==> config.mk <==
export PLATFORM = sky130hd
export DESIGN_NAME = mse_window_accum
export DESIGN_NICKNAME = d
export VERILOG_FILES = /design/src/rtl/mse_pkg.sv /design/src/rtl/mse_result_fifo.sv /design/src/rtl/mse_window_accum.sv
export SDC_FILE = /design/constraint.sdc
export NUM_CORES = 1
export LEC_CHECK = 0
export ABC_AREA = 1
export CORE_MARGIN = 8
export CORE_UTILIZATION = 48
export DETAILED_ROUTE_END_ITERATION = 6
export PLACE_DENSITY_LB_ADDON = 0.25
export REMOVE_ABC_BUFFERS = 1
export SLEW_MARGIN = 20
export SYNTH_ARGS = -nofsm -noshare
export SYNTH_HDL_FRONTEND = slang
export SYNTH_SLANG_ARGS = --single-unit
==> constraint.sdc <==
create_clock -name clk -period 9.6 [get_ports clk]
set_input_delay 1.92 -clock clk [delete_from_list [all_inputs] [get_ports clk]]
set_output_delay 1.92 -clock clk [all_outputs]
set_load 0.02 [all_outputs]
==> src/rtl/mse_pkg.sv <==
// mse_pkg: width helpers and the result-entry type shared by
// the windowed mean-square-error engine and its result FIFO.
package mse_pkg;

  // Widest fields a result entry can carry: up to 65536
  // channels and DATA_W up to 32.
  localparam int MAX_CH_W = 16;
  localparam int MAX_SQ_W = 63;

  function automatic int ch_w(input int nch);
    return (nch > 1) ? $clog2(nch) : 1;
  endfunction

  function automatic int sq_w(input int data_w);
    return 2 * data_w - 1;
  endfunction

  function automatic int acc_w(
    input int data_w,
    input int win_log2
  );
    return 2 * data_w - 1 + win_log2;
  endfunction

  typedef struct packed {
    logic [MAX_CH_W-1:0] ch;
    logic [MAX_SQ_W-1:0] mse;
    logic [MAX_SQ_W-1:0] peak;
  } mse_res_t;

endpackage

==> src/rtl/mse_result_fifo.sv <==
// mse_result_fifo: synchronous FIFO for window results.
// Ports: clk, reset (sync, active-high); push/push_data write
// side; pop/head read side (head reads 0 while empty);
// empty, full and free (free-slot count) status.
module mse_result_fifo
  import mse_pkg::*;
#(
  parameter int DEPTH = 4,
  parameter int WIDTH = 8
) (
  input  logic                         clk,
  input  logic                         reset,
  input  logic                         push,
  input  logic [WIDTH-1:0]             push_data,
  input  logic                         pop,
  output logic [WIDTH-1:0]             head,
  output logic                         empty,
  output logic                         full,
  output logic [$clog2(DEPTH+1)-1:0]   free
);

  localparam int PTR_W = (DEPTH > 1) ? $clog2(DEPTH) : 1;
  localparam int CNT_W = $clog2(DEPTH + 1);

  logic [WIDTH-1:0] mem [DEPTH];
  logic [PTR_W-1:0] wr_ptr;
  logic [PTR_W-1:0] rd_ptr;
  logic [CNT_W-1:0] count;
  logic             do_push;
  logic             do_pop;

  function automatic logic [PTR_W-1:0] bump(
    input logic [PTR_W-1:0] p
  );
    return (p == PTR_W'(DEPTH - 1)) ? '0 : p + PTR_W'(1);
  endfunction

  assign empty   = (count == '0);
  assign full    = (count == CNT_W'(DEPTH));
  assign free    = CNT_W'(DEPTH) - count;
  assign do_push = push && !full;
  assign do_pop  = pop && !empty;

  // Head is masked while empty so the outputs read zero after
  // reset without clearing the storage array.
  assign head = empty ? '0 : mem[rd_ptr];

  always_ff @(posedge clk) begin
    if (do_push) begin
      mem[wr_ptr] <= push_data;
    end
  end

  always_ff @(posedge clk) begin
    if (reset) begin
      wr_ptr <= '0;
      rd_ptr <= '0;
      count  <= '0;
    end else begin
      if (do_push) begin
        wr_ptr <= bump(wr_ptr);
      end
      if (do_pop) begin
        rd_ptr <= bump(rd_ptr);
      end
      case ({do_push, do_pop})
        2'b10:   count <= count + CNT_W'(1);
        2'b01:   count <= count - CNT_W'(1);
        default: count <= count;
      endcase
    end
  end

endmodule

==> src/rtl/mse_window_accum.sv <==
// mse_window_accum: per-channel windowed mean-square-error engine.
// Squares signed error samples (S1), accumulates each channel over
// 2^WIN_LOG2 samples (S2) and pushes {ch, mse, peak} to a FIFO.
// Ports: clk, reset (sync, active-high), clear; in_valid/in_ready/
// in_ch/in_err sample input; out_valid/out_ready/out_ch/out_mse/
// out_peak result output.
// Build option: define MSE_PEAK_EN to track the per-window peak
// square; otherwise out_peak is tied to 0.
module mse_window_accum
  import mse_pkg::*;
#(
  parameter  int DATA_W    = 18,
  parameter  int NCH       = 4,
  parameter  int WIN_LOG2  = 10,
  parameter  int RES_DEPTH = 4,
  localparam int CH_W      = ch_w(NCH),
  localparam int SQ_W      = sq_w(DATA_W),
  localparam int ACC_W     = acc_w(DATA_W, WIN_LOG2)
) (
  input  logic                     clk,
  input  logic                     reset,
  input  logic                     clear,
  input  logic                     in_valid,
  output logic                     in_ready,
  input  logic [CH_W-1:0]          in_ch,
  input  logic signed [DATA_W-1:0] in_err,
  output logic                     out_valid,
  input  logic                     out_ready,
  output logic [CH_W-1:0]          out_ch,
  output logic [SQ_W-1:0]          out_mse,
  output logic [SQ_W-1:0]          out_peak
);

  localparam int CNT_W  = (WIN_LOG2 > 0) ? WIN_LOG2 : 1;
  localparam int FREE_W = $clog2(RES_DEPTH + 1);
  localparam logic [CNT_W-1:0] CNT_LAST =
    CNT_W'((64'd1 << WIN_LOG2) - 64'd1);
`ifdef MSE_PEAK_EN
  localparam int E_W = CH_W + 2 * SQ_W;
`else
  localparam int E_W = CH_W + SQ_W;
`endif

  logic                     accept;
  logic                     ch_ok;
  logic signed [2*DATA_W-1:0] prod;

  logic                     s1_valid;
  logic [CH_W-1:0]          s1_ch;
  logic [SQ_W-1:0]          s1_sq;

  logic [ACC_W-1:0]         acc [NCH];
  logic [CNT_W-1:0]         cnt [NCH];
  logic [ACC_W-1:0]         acc_sum;
  logic [SQ_W-1:0]          mse_val;
  logic                     win_done;
  logic                     s2_go;

  logic                     push;
  logic [E_W-1:0]           push_data;
  logic [E_W-1:0]           head;
  logic                     fifo_empty;
  logic                     fifo_full;
  logic [FREE_W-1:0]        free;
  mse_res_t                 pop_res;
  logic                     unused_bits;

  // Two slots stay reserved for the samples that may be in flight
  // in S1 and S2, so a push never meets a full FIFO.
  assign in_ready = !clear && (free > FREE_W'(2));
  assign accept   = in_valid && in_ready;
  assign ch_ok    = int'(in_ch) < NCH;
  assign prod     = in_err * in_err;

  always_ff @(posedge clk) begin
    if (reset) begin
      s1_valid <= 1'b0;
      s1_ch    <= '0;
      s1_sq    <= '0;
    end else begin
      // Out-of-range channels are accepted but never enter S2.
      s1_valid <= accept && ch_ok;
      if (accept) begin
        s1_ch <= in_ch;
        s1_sq <= prod[SQ_W-1:0];
      end
    end
  end

  // S2 reads the channel state written on the previous edge, so
  // same-channel samples back to back need no forwarding.
  assign s2_go    = s1_valid && !clear;
  assign acc_sum  = acc[s1_ch] + ACC_W'(s1_sq);
  assign win_done = (cnt[s1_ch] == CNT_LAST);
  assign mse_val  = SQ_W'(acc_sum >> WIN_LOG2);
  assign push     = s2_go && win_done;

  always_ff @(posedge clk) begin
    if (reset || clear) begin
      for (int i = 0; i < NCH; i++) begin
        acc[i] <= '0;
        cnt[i] <= '0;
      end
    end else if (s1_valid) begin
      if (win_done) begin
        acc[s1_ch] <= '0;
        cnt[s1_ch] <= '0;
      end else begin
        acc[s1_ch] <= acc_sum;
        cnt[s1_ch] <= cnt[s1_ch] + CNT_W'(1);
      end
    end
  end

`ifdef MSE_PEAK_EN
  logic [SQ_W-1:0] peak [NCH];
  logic [SQ_W-1:0] peak_new;

  assign peak_new =
    (s1_sq > peak[s1_ch]) ? s1_sq : peak[s1_ch];

  always_ff @(posedge clk) begin
    if (reset || clear) begin
      for (int i = 0; i < NCH; i++) begin
        peak[i] <= '0;
      end
    end else if (s1_valid) begin
      peak[s1_ch] <= win_done ? '0 : peak_new;
    end
  end

  assign push_data = {s1_ch, mse_val, peak_new};
`else
  assign push_data = {s1_ch, mse_val};
`endif

  mse_result_fifo #(
    .DEPTH (RES_DEPTH),
    .WIDTH (E_W)
  ) u_fifo (
    .clk       (clk),
    .reset     (reset),
    .push      (push),
    .push_data (push_data),
    .pop       (out_ready),
    .head      (head),
    .empty     (fifo_empty),
    .full      (fifo_full),
    .free      (free)
  );

  always_comb begin
    pop_res      = '0;
    pop_res.ch   = MAX_CH_W'(head[E_W-1 -: CH_W]);
    pop_res.mse  = MAX_SQ_W'(head[E_W-CH_W-1 -: SQ_W]);
`ifdef MSE_PEAK_EN
    pop_res.peak = MAX_SQ_W'(head[SQ_W-1:0]);
`endif
  end

  assign out_valid = !fifo_empty;
  assign out_ch    = pop_res.ch[CH_W-1:0];
  assign out_mse   = pop_res.mse[SQ_W-1:0];
`ifdef MSE_PEAK_EN
  assign out_peak  = pop_res.peak[SQ_W-1:0];
`else
  assign out_peak  = '0;
`endif

  assign unused_bits = ^{pop_res, fifo_full, prod[2*DATA_W-1]};

endmodule

# Word-level counts from Yosys, hierarchy flattened
# Memory sizes are Yosys's and may differ from the RTL's. A register that Yosys moved wholly into a read port is not among the register bits.
# Cells that the tools add are included.
# totals
ff_bits	45
ramBits	368
input_bits	25
output_inout_bits	74
elab_cells	70
mem_count	3
# memory_table
memory	depth	word_bits	read_ports	rd_ports_with_merged_regs	wr	line	rtl
acc	4	45	1	1	4	mse_window_accum.sv:52	logic [ACC_W-1:0] acc [NCH];
u_fifo.mem	4	37	1	1	1	mse_result_fifo.sv:25	logic [WIDTH-1:0] mem [DEPTH];
cnt	4	10	1	1	4	mse_window_accum.sv:53	logic [CNT_W-1:0] cnt [NCH];
# op_classes
add_sub_neg	7
multipliers	1
order_cmp	1
n_eq_ne	6
n_mux	30
n_bitwise	2
n_reduce_logical	14
# op_table
op	n
$mux 45	2
$add 45x35->45	1
$reduce_or 45->1	1
$mux 37	1
$mul 18x18->35	1
$mux 10	2
$mux 2	10
$mux 1	14
$add 10x1->10 const B	1
$eq 10x10->1 const B	1
$reduce_or 10->1	1
$eq 2x2->1 const B	3
$logic_and 1x1->1	6
$pmux 3 s2	1
$add 2x1->2 const B	2
$add 3x1->3 const B	1
$eq 3x3->1 const B	1
$gt 3x2->1 const B	1
$logic_not 1->1	3
$logic_not 3->1	1
$sub 3x1->3 const B	1
$sub 3x3->3 const A	1
$eq 2x1->1 const B	1
$or 1x1->1	2
2 further kinds	2

# Depth between registers and ports, before layout
# logic_depth
word_depth	8
mapped_depth	31
ltp_nobuf	29

# Hierarchy
# A second synthesis with hierarchy kept.
# hier_totals
cells_unflattened	3736
hier_area_um2	32253.4
# by_module_without_submodules
mod	n_inst	cells_each	area_per_inst_um2	seq_area_each_um2
mse_window_accum	1	3195	25918.6	7387.1
mse_result_fifo	1	541	6334.8	4624.4

# Least setup slack after synthesis
# OpenSTA, ideal clock, no wires.
# synth_path
path_type	input-to-reg
start	input in_err[2]
end	register s1_sq[30]
setup_ps	109
arrival_ps	7177
required_time_ps	9491
setup_slack_ps	2315
stages	27
path_buffers	2
path_cell_list	clkbuf_1 clkbuf_1 nand2_1 inv_1 fa_1 inv_1 fa_1 inv_1 ha_1 inv_1 fa_1 inv_1 fa_1 inv_1 fa_1 inv_1 ha_1 nand2_1 nor2_1 inv_1 nor2_1 inv_1 or2_2 nand4_1 nand3_1 nand2_1 inv_1
# synth_between
elab_chain_cells	1
# synth_rtl
element	line	rtl
start, declared	mse_window_accum.sv:26	input logic signed [DATA_W-1:0] in_err,
$mul 18x18->35	mse_window_accum.sv:73	assign prod = in_err * in_err;
end signal, assigned	mse_window_accum.sv:85	s1_sq <= prod[SQ_W-1:0];
end, declared	mse_window_accum.sv:50	logic [SQ_W-1:0] s1_sq;
# No other way between the ends.
# A chain may end at the register's enable or synchronous reset.

# Worst setup path in the final report
# layout_path
start	input in_err[17]
end	register s1_sq[30]
# The elaborated chain is that of the path after synthesis.

==> results.sh <==
export IMPL_status="completed"
export IMPL_drc=0
export IMPL_finalSetupViolCount=0
export IMPL_overflow=0
export IMPL_layout_drive_gt1_share=0.0478
export IMPL_initial_core_util=0.486
export IMPL_io_pins=99
export IMPL_tightest_slew_ns=0.942
export IMPL_cp_data_arrival_time_ns=8.34
export IMPL_nNetsFinal=4179
export IMPL_die_h_um=274
export IMPL_worstSkewPairLatency_ns=0.57
export IMPL_clkSinkCount=416
export IMPL_antenna_cells=0
export IMPL_async_flop_share=0
export IMPL_clk_pin_slew_ns=0.06
export IMPL_hold_buffers=0
export IMPL_drtIter0Drc=1962
export IMPL_num_vias=23800
export IMPL_min_from="u_fifo.count[0]"
export IMPL_area_growth_synth_to_final_pct=8.37
export IMPL_grtUsageTotal=0.211
export IMPL_relSlewSlack=0.372
export IMPL_path_max_fanout=13
export IMPL_ys_ff_latch=416
export IMPL_grt_max_degree=77
export IMPL_min_path_cells=1
export IMPL_grt_pass1_wl_um=127000
export IMPL_core_um2=66000
export IMPL_path_class="in -> reg"
export IMPL_min_period_over_period=0.820
export IMPL_post_route_min_period_ns=7.87
export IMPL_instances_no_fill=4609
export IMPL_cts_buffers=43
export IMPL_r2r_cells=15
export IMPL_die_area_um2=75300
export IMPL_portBuffers=63
export IMPL_gp_congestion=0.980
export IMPL_end_kind="register"
export IMPL_max_clock_freq_ghz=0.127
export IMPL_startpoint_type="primary input"
export IMPL_worstPathRequired_ns=10.07
export IMPL_cts_tree="yes"
export IMPL_row_count=94
export IMPL_layout_common_cells="730 x inv_1, 688 x nand2_1, 542 x nor2_1"
export IMPL_nFillCells=6028
export IMPL_htreeDepth=2
export IMPL_cts_setup_buffers=0
export IMPL_worstHoldEndpoint="u_fifo.count[0]"
export IMPL_dp_cells=4535
export IMPL_grt_antenna_before_repair=2
export IMPL_grt_pass1_vias=23700
export IMPL_hold_class="reg -> reg"
export IMPL_hold_viol_final=0
export IMPL_clk_path_buf_depth=3
export IMPL_drt_vias_per_instance=5.16
export IMPL_die_w_um=274
export IMPL_synth_edf_count=368
export IMPL_dr_pass1_iters=5
export IMPL_postRouteAntennaNets=0
export IMPL_drt_wirelength_per_cell_um=17.0
export IMPL_wirelength_um=78500
export IMPL_dpl_hpwl_um=57400
export IMPL_cts_resized=0
export IMPL_reg2reg_slack_ns=4.02
export IMPL_skew_ns=0.0206
export IMPL_drv_slew=0
export IMPL_syn_avg_cell_area_um2=8.65
export IMPL_syn_area_um2=32000
export IMPL_yosys_warnings=0
export IMPL_rr_endpoint="acc[0][28]"
export IMPL_crit_start="in_err[17]"
export IMPL_synth_top_flop_cell="edfxtp_1"
export IMPL_root_buffer="clkbuf_16"
export IMPL_finalSetupTns_ns=0
export IMPL_grt_setup_unrepaired="false"
export IMPL_drv_cap=0
export IMPL_layout_commonest_cell="inv_1"
export IMPL_syn_inst=3704
export IMPL_ys_seq_area_frac=0.375
export IMPL_ys_types=52
-- registers in the layout, indices dropped and copies added, names as in the netlist, named ones only --
signal,count
u_fifo.rd_ptr,2
s1_ch,2
s1_valid,1
s1_sq,34
u_fifo.mem,148
u_fifo.wr_ptr,2
cnt,40
acc,180
u_fifo.count,3
-- layer usage --
metal  part of all wire  up-vias  global-route usage
met5                  0        -                   0
met4              0.027        0              0.0611
met3              0.053      113              0.0198
met2               0.47      674               0.358
met1               0.45    11500               0.287
li1                   -    11500                   -
-- how the worst max path moves through the flow --
stage                 to  slack, ns
2_1_floorplan  s1_sq[26]       2.59
3_3_place_gp   s1_sq[26]       1.23
3_5_place_dp   s1_sq[26]       1.15
4_1_cts        s1_sq[26]       1.73
5_1_grt        s1_sq[30]       1.31
6_report       s1_sq[30]       1.73
-- Yosys cell counts, types with 2 or more instances --
cell type | instances | area, µm²
nand3_1 | 100 | 500
nand2_1 | 693 | 2600
fa_1 | 288 | 5770
dfxtp_1 | 48 | 961
o21ai_0 | 201 | 1010
o211ai_1 | 5 | 37.5
inv_1 | 730 | 2740
xor2_1 | 37 | 324
buf_4 | 40 | 300
clkinv_1 | 2 | 7.51
o21a_1 | 13 | 97.6
a31o_2 | 2 | 17.5
nand3_2 | 16 | 160
and3_1 | 3 | 18.8
clkbuf_1 | 98 | 368
xnor2_1 | 18 | 158
ha_1 | 150 | 1880
buf_1 | 16 | 60.1
a32oi_1 | 2 | 17.5
o22ai_1 | 35 | 219
nor3_2 | 2 | 20.0
nor3_1 | 18 | 90.1
nand3b_1 | 7 | 52.6
o21bai_1 | 22 | 165
nor4_1 | 2 | 12.5
a21o_1 | 10 | 75.1
edfxtp_1 | 368 | 11100
o22ai_2 | 2 | 25.0
nand4_1 | 15 | 93.8
nor2_1 | 546 | 2050
buf_2 | 7 | 35.0
a31oi_1 | 3 | 18.8
a21oi_1 | 131 | 656
o21ai_1 | 6 | 30.0
inv_2 | 30 | 113
or2_2 | 14 | 87.6
buf_6 | 7 | 78.8
and2_1 | 2 | 12.5
a21boi_0 | 2 | 15.0
-- worst max-delay path, stage by stage --
cell and delay [ns]:
clkdlybuf4s50_1 0.71, buf_4 0.33, nand2_1 0.15, inv_1 0.09, fa_1 0.58, inv_1 0.13
fa_1 0.51, inv_1 0.06, ha_1 0.48, inv_1 0.22, fa_1 0.52, inv_1 0.06
fa_1 0.53, inv_1 0.05, fa_1 0.47, inv_1 0.04, ha_1 0.37, nand2_1 0.12
nor2_1 0.14, inv_1 0.07, nor2_1 0.14, inv_1 0.06, or2_2 0.31, nand4_1 0.09
nand3_1 0.08, nand2_1 0.08, inv_1 0.03
-- cell families (layout without fill, tap and decap cells) --
logic type / after synthesis / in the layout / share of synthesized area
AOI/OAI and AO/OA: 440 / 440 / 0.0761
xor gates and xnor gates: 55 / 55 / 0.0150
adders and majority gates: 438 / 438 / 0.239
buffers and inverters: 930 / 937 / 0.116
DFF: 416 / 416 / 0.375
other: 1 / 35 / 0.000117
and+or+nand+nor: 1424 / 1424 / 0.180
-- cell type report --
cell class                 count  area (µm²)  area share
multi-input combinational   2392       16500       0.476
sequential                   416       12000       0.346
inverter                     762        2860      0.0824
clock buffer                  56        1150      0.0330
tap                          864        1080      0.0311
timing repair buffer         101         916      0.0264
clock inverter                18         179     0.00515
-- through the flow --
| stage | utilization | instance area (µm²) | setup slack [ns] | hold slack (ns) |
|---|---|---|---|---|
| 2_1_floorplan | - | 31300 | 2.59 | 0.425 |
| 3_3_place_gp | 0.506 | 33400 | 1.23 | 0.444 |
| 3_5_place_dp | 0.506 | 33400 | 1.15 | 0.444 |
| 4_1_cts | 0.526 | 34700 | 1.73 | 0.450 |
| 5_1_grt | 0.526 | 34700 | 1.31 | 0.490 |
| 6_report | 0.526 | 34700 | 1.73 | 0.451 |
Power is not shown: default switching activity piles up to over one toggle a cycle in this logic, so the estimate is an artifact.
